$ cat config.mk
export PLATFORM = sky130hd
export DESIGN_NAME = ks_adder_pipe_flat
export DESIGN_NICKNAME = d
export VERILOG_FILES = /design/src/rtl/ks_adder_if.sv /design/src/rtl/ks_adder_pipe.sv /design/src/flat_wrapper.sv
export SDC_FILE = /design/constraint.sdc
export NUM_CORES = 1
export LEC_CHECK = 0
export ABC_AREA = 1
export BUFFER_PORTS_ARGS = -buffer_cell sky130_fd_sc_hd__buf_2
export CORE_UTILIZATION = 35
export DETAILED_ROUTE_END_ITERATION = 8
export PLACE_DENSITY = 0.56
export SLEW_MARGIN = 5
export SYNTH_ARGS = -nofsm -noshare
export SYNTH_HDL_FRONTEND = slang
export SYNTH_SLANG_ARGS = --single-unit
$ cat constraint.sdc
create_clock -name clk -period 1.2 [get_ports clk]
set_input_delay 0.24 -clock clk [delete_from_list [all_inputs] [get_ports clk]]
set_output_delay 0.24 -clock clk [all_outputs]
set_load 0.05 [all_outputs]
$ cat src/rtl/ks_adder_if.sv
// Stream bundle for ks_adder_pipe: operand beat in, result beat out, each with valid/ready.
// The master modport drives operands and accepts results; the slave modport is the adder side.
interface ks_adder_if #(
  parameter int WIDTH = 16,
  parameter int TAG_W = 4
);
  logic             in_valid;
  logic             in_ready;
  logic [WIDTH-1:0] a;
  logic [WIDTH-1:0] b;
  logic             cin;
  logic             op;
  logic [TAG_W-1:0] in_tag;
  logic             out_valid;
  logic             out_ready;
  logic [WIDTH-1:0] sum;
  logic             cout;
  logic             ovf;
  logic [TAG_W-1:0] out_tag;

  modport master (
    output in_valid, a, b, cin, op, in_tag, out_ready,
    input  in_ready, out_valid, sum, cout, ovf, out_tag
  );

  modport slave (
    input  in_valid, a, b, cin, op, in_tag, out_ready,
    output in_ready, out_valid, sum, cout, ovf, out_tag
  );
endinterface

$ cat src/rtl/ks_adder_pipe.sv
// Pipelined Kogge-Stone adder/subtractor, a register stage after every STAGE_LVLS prefix levels.
// Optional feature macro: KS_ADDER_OVF_EN builds the signed-overflow path; otherwise ovf is tied to 0.
module ks_adder_pipe #(
  parameter int WIDTH      = 16,
  parameter int STAGE_LVLS = 1,
  parameter int TAG_W      = 4
) (
  input  logic      clk,
  input  logic      rst_n,
  ks_adder_if.slave bus
);
  localparam int L = $clog2(WIDTH);
  localparam int N = (L + STAGE_LVLS - 1) / STAGE_LVLS;

  // Stage valids: bits 0..N-1 are prefix stages, bit N is the output stage.
  logic [N:0] vld_q;
  logic [N:0] vld_d;
  logic [N:0] load;
  logic [N:0] ready;
  logic       drain;

  always_comb begin
    ready    = '0;
    load     = '0;
    vld_d    = vld_q;
    drain    = vld_q[N] & bus.out_ready;
    ready[N] = ~vld_q[N] | drain;
    load[N]  = vld_q[N-1] & ready[N];
    for (int k = N - 1; k >= 1; k--) begin
      ready[k] = ~vld_q[k] | load[k+1];
      load[k]  = vld_q[k-1] & ready[k];
    end
    ready[0] = ~vld_q[0] | load[1];
    load[0]  = bus.in_valid & ready[0];
    vld_d[N] = load[N] | (vld_q[N] & ~drain);
    for (int k = 0; k < N; k++) begin
      vld_d[k] = load[k] | (vld_q[k] & ~load[k+1]);
    end
  end

  always_ff @(posedge clk or negedge rst_n) begin
    if (!rst_n) begin
      vld_q <= '0;
    end else begin
      vld_q <= vld_d;
    end
  end

  assign bus.in_ready  = rst_n & ready[0];
  assign bus.out_valid = vld_q[N];

  // Prefix levels. Array index x holds bit position x-1, so index 0 is the fake position -1.
  for (genvar gk = 0; gk < L; gk++) begin : g_lvl
    localparam int SPAN = 1 << gk;
    localparam logic [WIDTH-1:0] LOW_MASK = ~({WIDTH{1'b1}} << SPAN);

    logic [WIDTH-1:0] g_in;
    logic [WIDTH-1:0] p_in;
    logic [WIDTH-1:0] g_out;

    if (gk % STAGE_LVLS == 0) begin : g_from_reg
      assign g_in = g_stage[gk / STAGE_LVLS].pg_g_q;
      assign p_in = g_stage[gk / STAGE_LVLS].pg_p_q;
    end else begin : g_from_lvl
      assign g_in = g_lvl[gk-1].g_out;
      assign p_in = g_lvl[gk-1].g_pn.p_out;
    end

    // Zeros shifted in below SPAN make the low positions pass through unchanged.
    assign g_out = g_in | (p_in & (g_in << SPAN));

    if (gk < L - 1) begin : g_pn
      logic [WIDTH-1:0] p_out;
      assign p_out = p_in & ((p_in << SPAN) | LOW_MASK);
    end
  end

  for (genvar gi = 0; gi < N; gi++) begin : g_stage
    logic [WIDTH-1:0] pg_g_d;
    logic [WIDTH-1:0] pg_p_d;
    logic [WIDTH-1:0] pbit_d;
    logic             gmsb_d;
    logic [TAG_W-1:0] tag_d;
    logic [WIDTH-1:0] pg_g_q;
    logic [WIDTH-1:0] pg_p_q;
    logic [WIDTH-1:0] pbit_q;
    logic             gmsb_q;
    logic [TAG_W-1:0] tag_q;

    if (gi == 0) begin : g_pre
      logic [WIDTH-1:0] b_eff;
      logic [WIDTH-1:0] pre_p;
      logic [WIDTH-1:0] pre_g;

      assign b_eff  = bus.op ? ~bus.b : bus.b;
      assign pre_p  = bus.a ^ b_eff;
      assign pre_g  = bus.a & b_eff;
      // Subtract forces the +1 of two's complement through the fake position.
      assign pg_g_d = {pre_g[WIDTH-2:0], bus.op | bus.cin};
      assign pg_p_d = {pre_p[WIDTH-2:0], 1'b0};
      assign pbit_d = pre_p;
      assign gmsb_d = pre_g[WIDTH-1];
      assign tag_d  = bus.in_tag;
    end else begin : g_mid
      assign pg_g_d = g_lvl[gi*STAGE_LVLS-1].g_out;
      assign pg_p_d = g_lvl[gi*STAGE_LVLS-1].g_pn.p_out;
      assign pbit_d = g_stage[gi-1].pbit_q;
      assign gmsb_d = g_stage[gi-1].gmsb_q;
      assign tag_d  = g_stage[gi-1].tag_q;
    end

    always_ff @(posedge clk or negedge rst_n) begin
      if (!rst_n) begin
        pg_g_q <= '0;
        pg_p_q <= '0;
        pbit_q <= '0;
        gmsb_q <= 1'b0;
        tag_q  <= '0;
      end else if (load[gi]) begin
        pg_g_q <= pg_g_d;
        pg_p_q <= pg_p_d;
        pbit_q <= pbit_d;
        gmsb_q <= gmsb_d;
        tag_q  <= tag_d;
      end
    end
  end

  // Post-node and grey cell: carry[i] is the carry into bit i.
  logic [WIDTH-1:0] carry;
  logic [WIDTH-1:0] sum_d;
  logic [WIDTH-1:0] sum_q;
  logic             cout_d;
  logic             cout_q;
  logic [TAG_W-1:0] otag_q;

  assign carry  = g_lvl[L-1].g_out;
  assign sum_d  = g_stage[N-1].pbit_q ^ carry;
  assign cout_d = g_stage[N-1].gmsb_q | (g_stage[N-1].pbit_q[WIDTH-1] & carry[WIDTH-1]);

  always_ff @(posedge clk or negedge rst_n) begin
    if (!rst_n) begin
      sum_q  <= '0;
      cout_q <= 1'b0;
      otag_q <= '0;
    end else if (load[N]) begin
      sum_q  <= sum_d;
      cout_q <= cout_d;
      otag_q <= g_stage[N-1].tag_q;
    end
  end

  assign bus.sum     = sum_q;
  assign bus.cout    = cout_q;
  assign bus.out_tag = otag_q;

`ifdef KS_ADDER_OVF_EN
  logic ovf_q;

  always_ff @(posedge clk or negedge rst_n) begin
    if (!rst_n) begin
      ovf_q <= 1'b0;
    end else if (load[N]) begin
      ovf_q <= cout_d ^ carry[WIDTH-1];
    end
  end

  assign bus.ovf = ovf_q;
`else
  assign bus.ovf = 1'b0;
`endif

endmodule
$ cat src/flat_wrapper.sv
// flat-port wrapper written by rule: the top's interface ports become plain ports
module ks_adder_pipe_flat 
#(
  parameter int WIDTH      = 16,
  parameter int STAGE_LVLS = 1,
  parameter int TAG_W      = 4
)
  (clk, rst_n, bus_in_valid, bus_a, bus_b, bus_cin, bus_op, bus_in_tag, bus_out_ready, bus_in_ready, bus_out_valid, bus_sum, bus_cout, bus_ovf, bus_out_tag);
  ks_adder_if #(.WIDTH(WIDTH), .TAG_W(TAG_W)) bus_i ();
  input  logic clk;
  input  logic rst_n;
  input wire logic [$bits(bus_i.in_valid)-1:0] bus_in_valid;
  input wire logic [$bits(bus_i.a)-1:0] bus_a;
  input wire logic [$bits(bus_i.b)-1:0] bus_b;
  input wire logic [$bits(bus_i.cin)-1:0] bus_cin;
  input wire logic [$bits(bus_i.op)-1:0] bus_op;
  input wire logic [$bits(bus_i.in_tag)-1:0] bus_in_tag;
  input wire logic [$bits(bus_i.out_ready)-1:0] bus_out_ready;
  output wire logic [$bits(bus_i.in_ready)-1:0] bus_in_ready;
  output wire logic [$bits(bus_i.out_valid)-1:0] bus_out_valid;
  output wire logic [$bits(bus_i.sum)-1:0] bus_sum;
  output wire logic [$bits(bus_i.cout)-1:0] bus_cout;
  output wire logic [$bits(bus_i.ovf)-1:0] bus_ovf;
  output wire logic [$bits(bus_i.out_tag)-1:0] bus_out_tag;
  assign bus_i.in_valid = bus_in_valid;
  assign bus_i.a = bus_a;
  assign bus_i.b = bus_b;
  assign bus_i.cin = bus_cin;
  assign bus_i.op = bus_op;
  assign bus_i.in_tag = bus_in_tag;
  assign bus_i.out_ready = bus_out_ready;
  assign bus_in_ready = bus_i.in_ready;
  assign bus_out_valid = bus_i.out_valid;
  assign bus_sum = bus_i.sum;
  assign bus_cout = bus_i.cout;
  assign bus_ovf = bus_i.ovf;
  assign bus_out_tag = bus_i.out_tag;
  ks_adder_pipe #(.WIDTH(WIDTH), .STAGE_LVLS(STAGE_LVLS), .TAG_W(TAG_W)) u_core (.clk(clk), .rst_n(rst_n), .bus(bus_i));
endmodule
### Word-level counts from Yosys, hierarchy flattened

Index checks and enable logic that the tools add are counted.

| storage, ports and cells | value |
|---|---|
| register bits | 237 |
| input port bits | 42 |
| output and inout port bits | 24 |
| logic and storage cells | 75 |

| cells by class | value |
|---|---|
| multiplexer cells | 1 |
| bitwise logic cells | 50 |

Operators with widths:

| kind | count |
|---|---|
| 16-bit AND | 8 |
| 16-bit OR | 4 |
| 16-bit bitwise XOR | 2 |
| 16-bit 2-to-1 mux | 1 |
| 16-bit inverter | 1 |
| 1-bit AND | 13 |
| 1-bit OR | 12 |
| 1-bit inverter | 10 |

### Depth between registers and ports, before layout

| logic depth | value |
|---|---|
| depth in word-level cells | 12 |
| gate-level depth with buffers | 8 |
| mapped depth without buffers | 7 |

### Worst setup path after synthesis

Ideal clock, no wire load.

| timing | value |
|---|---|
| path kind | register to output |
| start | register u_core.vld_q[4] |
| end | output bus_in_ready |
| arrival time | 1.748 ns |
| required time | 0.960 ns |
| slack | -0.788 ns |
| stages on the path, launching flop included | 7 |
| buffers on the path | 1 |
| path through | dfrtp_1 -> nand3_2 -> nor2_2 -> nand3_2 -> buf_4 -> inv_1 -> nor2_1 |

| between the ends | value |
|---|---|
| longest elaborated chain between the ends | 11 |
| elaborated cells on any way between the ends | 12 |
| those cells by class | bitwise: 12 |

RTL lines:

| element | line | source |
|---|---|---|
| start, declared | ks_adder_pipe.sv:16 | `logic [N:0] vld_q;` |
| start signal, assigned | ks_adder_pipe.sv:45 | `vld_q <= vld_d;` |
| 1-bit AND or 1-bit inverter (tied branches) | ks_adder_pipe.sv:26, ks_adder_pipe.sv:27 |  |
| 1-bit OR * | ks_adder_pipe.sv:27 | `ready[N] = ~vld_q[N] \| drain;` |
| 1-bit AND * | ks_adder_pipe.sv:28 | `load[N] = vld_q[N-1] & ready[N];` |
| 1-bit OR * | ks_adder_pipe.sv:30 | `ready[k] = ~vld_q[k] \| load[k+1];` |
| 1-bit AND * | ks_adder_pipe.sv:31 | `load[k] = vld_q[k-1] & ready[k];` |
| 1-bit OR * | ks_adder_pipe.sv:30 |  |
| 1-bit AND * | ks_adder_pipe.sv:31 |  |
| 1-bit OR * | ks_adder_pipe.sv:30 |  |
| 1-bit AND * | ks_adder_pipe.sv:31 |  |
| 1-bit OR * | ks_adder_pipe.sv:33 | `ready[0] = ~vld_q[0] \| load[1];` |
| 1-bit AND * | ks_adder_pipe.sv:49 | `assign bus.in_ready = rst_n & ready[0];` |
| end, declared | flat_wrapper.sv:19 | `output wire logic [$bits(bus_i.in_ready)-1:0] bus_in_ready;` |

Mark *: on every way between the ends. The rest lies on a longest branch, timed or not.

### Worst setup path after layout

Same ends and word-level chain as after synthesis.

==> flow_summary.html <==
<table>
<tr><th>Metric</th><th>Value</th></tr>
<tr><th colspan="2">Finish</th></tr>
<tr><td>Antenna cells</td><td>0</td></tr>
<tr><td>Layout fillers</td><td>2,284</td></tr>
<tr><td>Layout overhead on the synthesized area</td><td>37.7%</td></tr>
<tr><td>Ratio of cells with drive above 1 in the final layout</td><td>0.256</td></tr>
<tr><td>Final instance count without filler cells</td><td>1,421</td></tr>
<tr><td>Commonest non-fill, non-tap cell in the layout</td><td>sky130_fd_sc_hd__nand2_1</td></tr>
<tr><td>Commonest non-fill, non-tap cells in the layout</td><td>sky130_fd_sc_hd__nand2_1, sky130_fd_sc_hd__dfrtp_1, sky130_fd_sc_hd__o21ai_0, sky130_fd_sc_hd__o21ai_1, sky130_fd_sc_hd__a21oi_1</td></tr>
<tr><td>Layout net count</td><td>between 1,000 and 1,500</td></tr>
<tr><td>Post-layout utilization of the core</td><td>0.490</td></tr>
<tr><td>Layout Cell Area excl Fill</td><td>roughly 12,000 um2</td></tr>
<tr><th colspan="2">Worst setup path</th></tr>
<tr><td>R2R setup slack</td><td>-0.36 ns</td></tr>
<tr><td>Crit-path slowest cell</td><td>sky130_fd_sc_hd__dfrtp_2</td></tr>
<tr><td>Worst Setup End Kind</td><td>output port</td></tr>
<tr><td>Largest incremental delay on the critical path</td><td>roughly 0.38 ns</td></tr>
<tr><td>Arrival time worst endpoint</td><td>between 1.5 and 2 ns</td></tr>
<tr><td>Startpoint of the worst-slack reg-to-reg timing path</td><td>u_core.vld_q[4]$_DFF_PN0_</td></tr>
<tr><td>Startpoint type of the worst setup path</td><td>flop</td></tr>
<tr><td>WP data required</td><td>0.96 ns</td></tr>
<tr><td>Critical Path Source</td><td>u_core.vld_q[4]$_DFF_PN0_</td></tr>
<tr><td>Kind of critical path</td><td>flop to output port</td></tr>
<tr><td>Critical path destination</td><td>bus_in_ready</td></tr>
<tr><td>Chain of cells forming the critical path</td><td>nand3_4, nor2_4, nand3_4, inv_4, nor2_4, buf_6</td></tr>
<tr><td>Capture instance of the worst register-to-register path</td><td>u_core.g_lvl[2].g_in[9]$_DFFE_PN0P_</td></tr>
<tr><td>Max Fanout on Critical Path</td><td>2</td></tr>
<tr><td>R2R depth</td><td>9</td></tr>
<tr><th colspan="2">Min path</th></tr>
<tr><td>Hold Path Class</td><td>primary input to flop</td></tr>
<tr><th colspan="2">Clock network</th></tr>
<tr><td>TritonCTS buffer count</td><td>23</td></tr>
<tr><td>H-Tree Level Count</td><td>1</td></tr>
<tr><td>Clock transition time at the flip-flop clock pins of the worst setup and hold paths</td><td>about 0.060 ns</td></tr>
<tr><td>Clock Sinks</td><td>208</td></tr>
<tr><td>Clock root buffer master</td><td>sky130_fd_sc_hd__clkbuf_16</td></tr>
<tr><td>Maximum root-to-sink buffer count</td><td>3</td></tr>
<tr><td>TritonCTS clock tree</td><td>done</td></tr>
<tr><td>Clock insertion delay at the later pin of the skew report</td><td>a little over 0.5 ns</td></tr>
<tr><th colspan="2">STA</th></tr>
<tr><td>Final cycle utilization of the critical path</td><td>1.46</td></tr>
<tr><td>Final worst slack</td><td>-0.550 ns</td></tr>
<tr><td>Number of max-slew violations in the final report</td><td>0</td></tr>
<tr><td>Highest achievable clock rate</td><td>~570 MHz</td></tr>
<tr><td>Final count of negative-setup-slack endpoints</td><td>between 200 and 250</td></tr>
<tr><td>Fin. Hold Viols</td><td>0</td></tr>
<tr><td>Final setup skew</td><td>approximately 0.014 ns</td></tr>
<tr><td>RSZ-0062 raised after global routing</td><td>yes</td></tr>
<tr><td>Minimum clock period</td><td>between 1.5 and 2 ns</td></tr>
<tr><th colspan="2">Synth</th></tr>
<tr><td>Post-synth design cell area</td><td>roughly 8600 um2</td></tr>
<tr><td>Synth Register Bits</td><td>between 200 and 250</td></tr>
<tr><td>Sequential-to-total area share from yosys stat</td><td>0.603</td></tr>
<tr><td>Largest cells by area after synthesis</td><td>sky130_fd_sc_hd__dfrtp_1, sky130_fd_sc_hd__nand2_1, sky130_fd_sc_hd__o21ai_0, sky130_fd_sc_hd__nand3_1, sky130_fd_sc_hd__a21oi_1</td></tr>
<tr><td>Total number of yosys warnings</td><td>0</td></tr>
<tr><td>Synthesized area per cell</td><td>around 9.2 um2</td></tr>
<tr><td>Cell variety after synth</td><td>25</td></tr>
<tr><td>Fraction of synthesized cell area taken by the top area cell type</td><td>0.603</td></tr>
<tr><td>Synth Net Count</td><td>~990</td></tr>
<tr><td>Gate Count Post-Synth</td><td>slightly above 900</td></tr>
<tr><td>Largest area contributor in the synthesized netlist</td><td>sky130_fd_sc_hd__dfrtp_1</td></tr>
<tr><th colspan="2">Run status</th></tr>
<tr><td>Status</td><td>complete, but fails checks</td></tr>
<tr><td>Failing checks</td><td>setup timing</td></tr>
<tr><th colspan="2">Place</th></tr>
<tr><td>DP Cell Count</td><td>about 1,300</td></tr>
<tr><td>Placed standard-cell area</td><td>~9600 um2</td></tr>
<tr><td>Gp weighted congestion</td><td>roughly 0.74</td></tr>
<tr><td>DP Wirelength</td><td>13.0 mm</td></tr>
<tr><td>Number of buffers added on ports</td><td>64</td></tr>
<tr><th colspan="2">Global routing</th></tr>
<tr><td>Global-route usage over all layers</td><td>0.177</td></tr>
<tr><td>Antenna violations before repair</td><td>0</td></tr>
<tr><td>Remaining global-route overflow</td><td>0</td></tr>
<tr><td>Maximum number of pins on one net before global-route repair</td><td>66</td></tr>
<tr><td>Number of global-route vias before repair</td><td>around 6,600</td></tr>
<tr><td>Global-route wire length before repair</td><td>between 30 and 40 mm</td></tr>
<tr><th colspan="2">Routing</th></tr>
<tr><td>Number of vias in the routed layout</td><td>between 6,000 and 7,000</td></tr>
<tr><td>Final routed wire length divided by cell count</td><td>~16 um</td></tr>
<tr><td>Number of design-rule violations left by the first detailed-router iteration</td><td>between 400 and 500</td></tr>
<tr><td>Drt total wl</td><td>~23 mm</td></tr>
<tr><td>Vias/cell</td><td>about 4.8</td></tr>
<tr><td>Final routed DRC violation total</td><td>0</td></tr>
<tr><td>Drt pass-1 iters</td><td>4</td></tr>
<tr><td>Final antenna-violating net count</td><td>0</td></tr>
<tr><th colspan="2">Power</th></tr>
<tr><td>Worst IR Drop VDD</td><td>between 1 and 1.5 mV</td></tr>
<tr><td>Final total power</td><td>approximately 25 mW</td></tr>
<tr><td>LEAKAGE</td><td>between 5 and 6 nW</td></tr>
<tr><td>Power density over the cells</td><td>about 2100 nW/um2</td></tr>
<tr><th colspan="2">Floorplanning</th></tr>
<tr><td>Horizontal die dimension</td><td>between 150 and 200 um</td></tr>
<tr><td>Placeable Area</td><td>roughly 24,000 um2</td></tr>
<tr><td>Number of primary I/O pins</td><td>66</td></tr>
<tr><td>Height of the chip</td><td>around 160 um</td></tr>
<tr><td>Standard-cell rows</td><td>57</td></tr>
<tr><td>Effective utilization at floorplan</td><td>0.356</td></tr>
<tr><td>Overall die area</td><td>25,300 um2</td></tr>
<tr><th colspan="2">Run</th></tr>
<tr><td>Max-cap violation count</td><td>0</td></tr>
</table>
synth_stat cells (all sizes together):
cell type and count:
nand4 1, and2 7, nand2 363, a21o 1, nor2 9, nand3 61
dfrtp 208, a21oi 49, conb 1, xor2 16, xnor2 8, or2 3
o21ai 119, ha 17, buf 33, inv 23, clkbuf 16
through the flow:
stage	setup WS [ns]	hold slack [ns]	setup TNS [ns]
2_1_floorplan	-0.252	-0.0556	-23.04
3_3_place_gp	-0.278	0.315	-26.56
3_5_place_dp	-0.277	0.316	-28.63
4_1_cts	-0.600	0.0394	-38.59
5_1_grt	-0.605	0.0555	-64.43
6_report	-0.550	0.0599	-50.95
power breakdown:
group          internal, mW  switching [mW]
sequential             9.01            1.66
combinational          3.64            4.36
clock                  3.82            2.68
total                  16.5            8.69
cells by family (layout without fill, tap and decap cells):
| logic type | Yosys count | in the layout | share of synthesized area |
|---|---|---|---|
| AND/OR/NAND/NOR | 444 | 446 | 0.208 |
| adder cells (fa/ha/maj) | 17 | 17 | 0.0247 |
| XOR/XNOR | 24 | 24 | 0.0244 |
| other | 1 | 1 | 0.000435 |
| flip-flops | 208 | 208 | 0.603 |
| buffers and inverters | 72 | 232 | 0.0412 |
| AO/OA/AOI/OAI | 169 | 169 | 0.0983 |
what timing repair did:
item / 4_1_cts / 5_1_grt
buffers inserted: 27 / 9
hold buffers: 5 / 0
gates cloned: 20 / 13
resized for setup: 113 / 99
pin swaps: 6 / 6
hold endpoints to repair: 65 / 0
endpoints found under the setup margin: 219 / 227
state kept, by name (all words and copies together), names as in the netlist:
name                   flops
u_core.g_lvl.p_in         34
u_core.bus.sum            16
u_core.g_lvl.g_in         64
u_core.g_stage.tag_q      16
u_core.bus.cout            1
u_core.vld_q               5
u_core.g_stage.pbit_q     64
u_core.bus.out_tag         4
u_core.g_stage.gmsb_q      4
critical path, delay by kind of cell (launching register included):
family	cells	cell delay, ns
flops	1	0.38
buf+inv	2	0.24
simple gates	4	0.38
layer usage:
| layer | up-vias | GRT usage | part of all wire |
|---|---|---|---|
| met3 | 36 | 0.0227 | 0.033 |
| met4 | 0 | 0.0446 | 0.025 |
| met5 | - | 0 | 0 |
| met2 | 146 | 0.280 | 0.47 |
| met1 | 3236 | 0.259 | 0.47 |
| li1 | 3349 | - | - |
final cells by class:
| class | count | area, um2 | area share |
|---|---|---|---|
| Timing Repair Buffer | 163 | 1910 | 0.161 |
| Inverter | 23 | 124 | 0.0104 |
| Tap cell | 324 | 405 | 0.0341 |
| Clock buffer | 36 | 674 | 0.0568 |
| Sequential cell | 208 | 5210 | 0.438 |
| Timing Repair inverter | 8 | 93.8 | 0.00790 |
| Clock inverter | 2 | 13.8 | 0.00116 |
| Multi-Input combinational cell | 657 | 3450 | 0.290 |
how the worst min path moves through the flow:
stage / start / endpoint / slack, ns / cells past startpoint
after global placement: rst_n / u_core.g_lvl[3].g_in[2]$_DFFE_PN0P_ / 0.31 / 2
after floorplan: rst_n / u_core.bus.cout$_DFFE_PN0P_ / -0.06 / 0
after global routing: bus_cin / u_core.g_lvl[0].g_in[0]$_DFFE_PN0P_ / 0.06 / 4
final: bus_cin / u_core.g_lvl[0].g_in[0]$_DFFE_PN0P_ / 0.06 / 4
after detailed placement: rst_n / u_core.g_lvl[3].g_in[0]$_DFFE_PN0P_ / 0.32 / 2
after CTS: bus_cin / u_core.g_lvl[0].g_in[0]$_DFFE_PN0P_ / 0.04 / 4
Note: power is estimated with default switching activity, not from simulation.
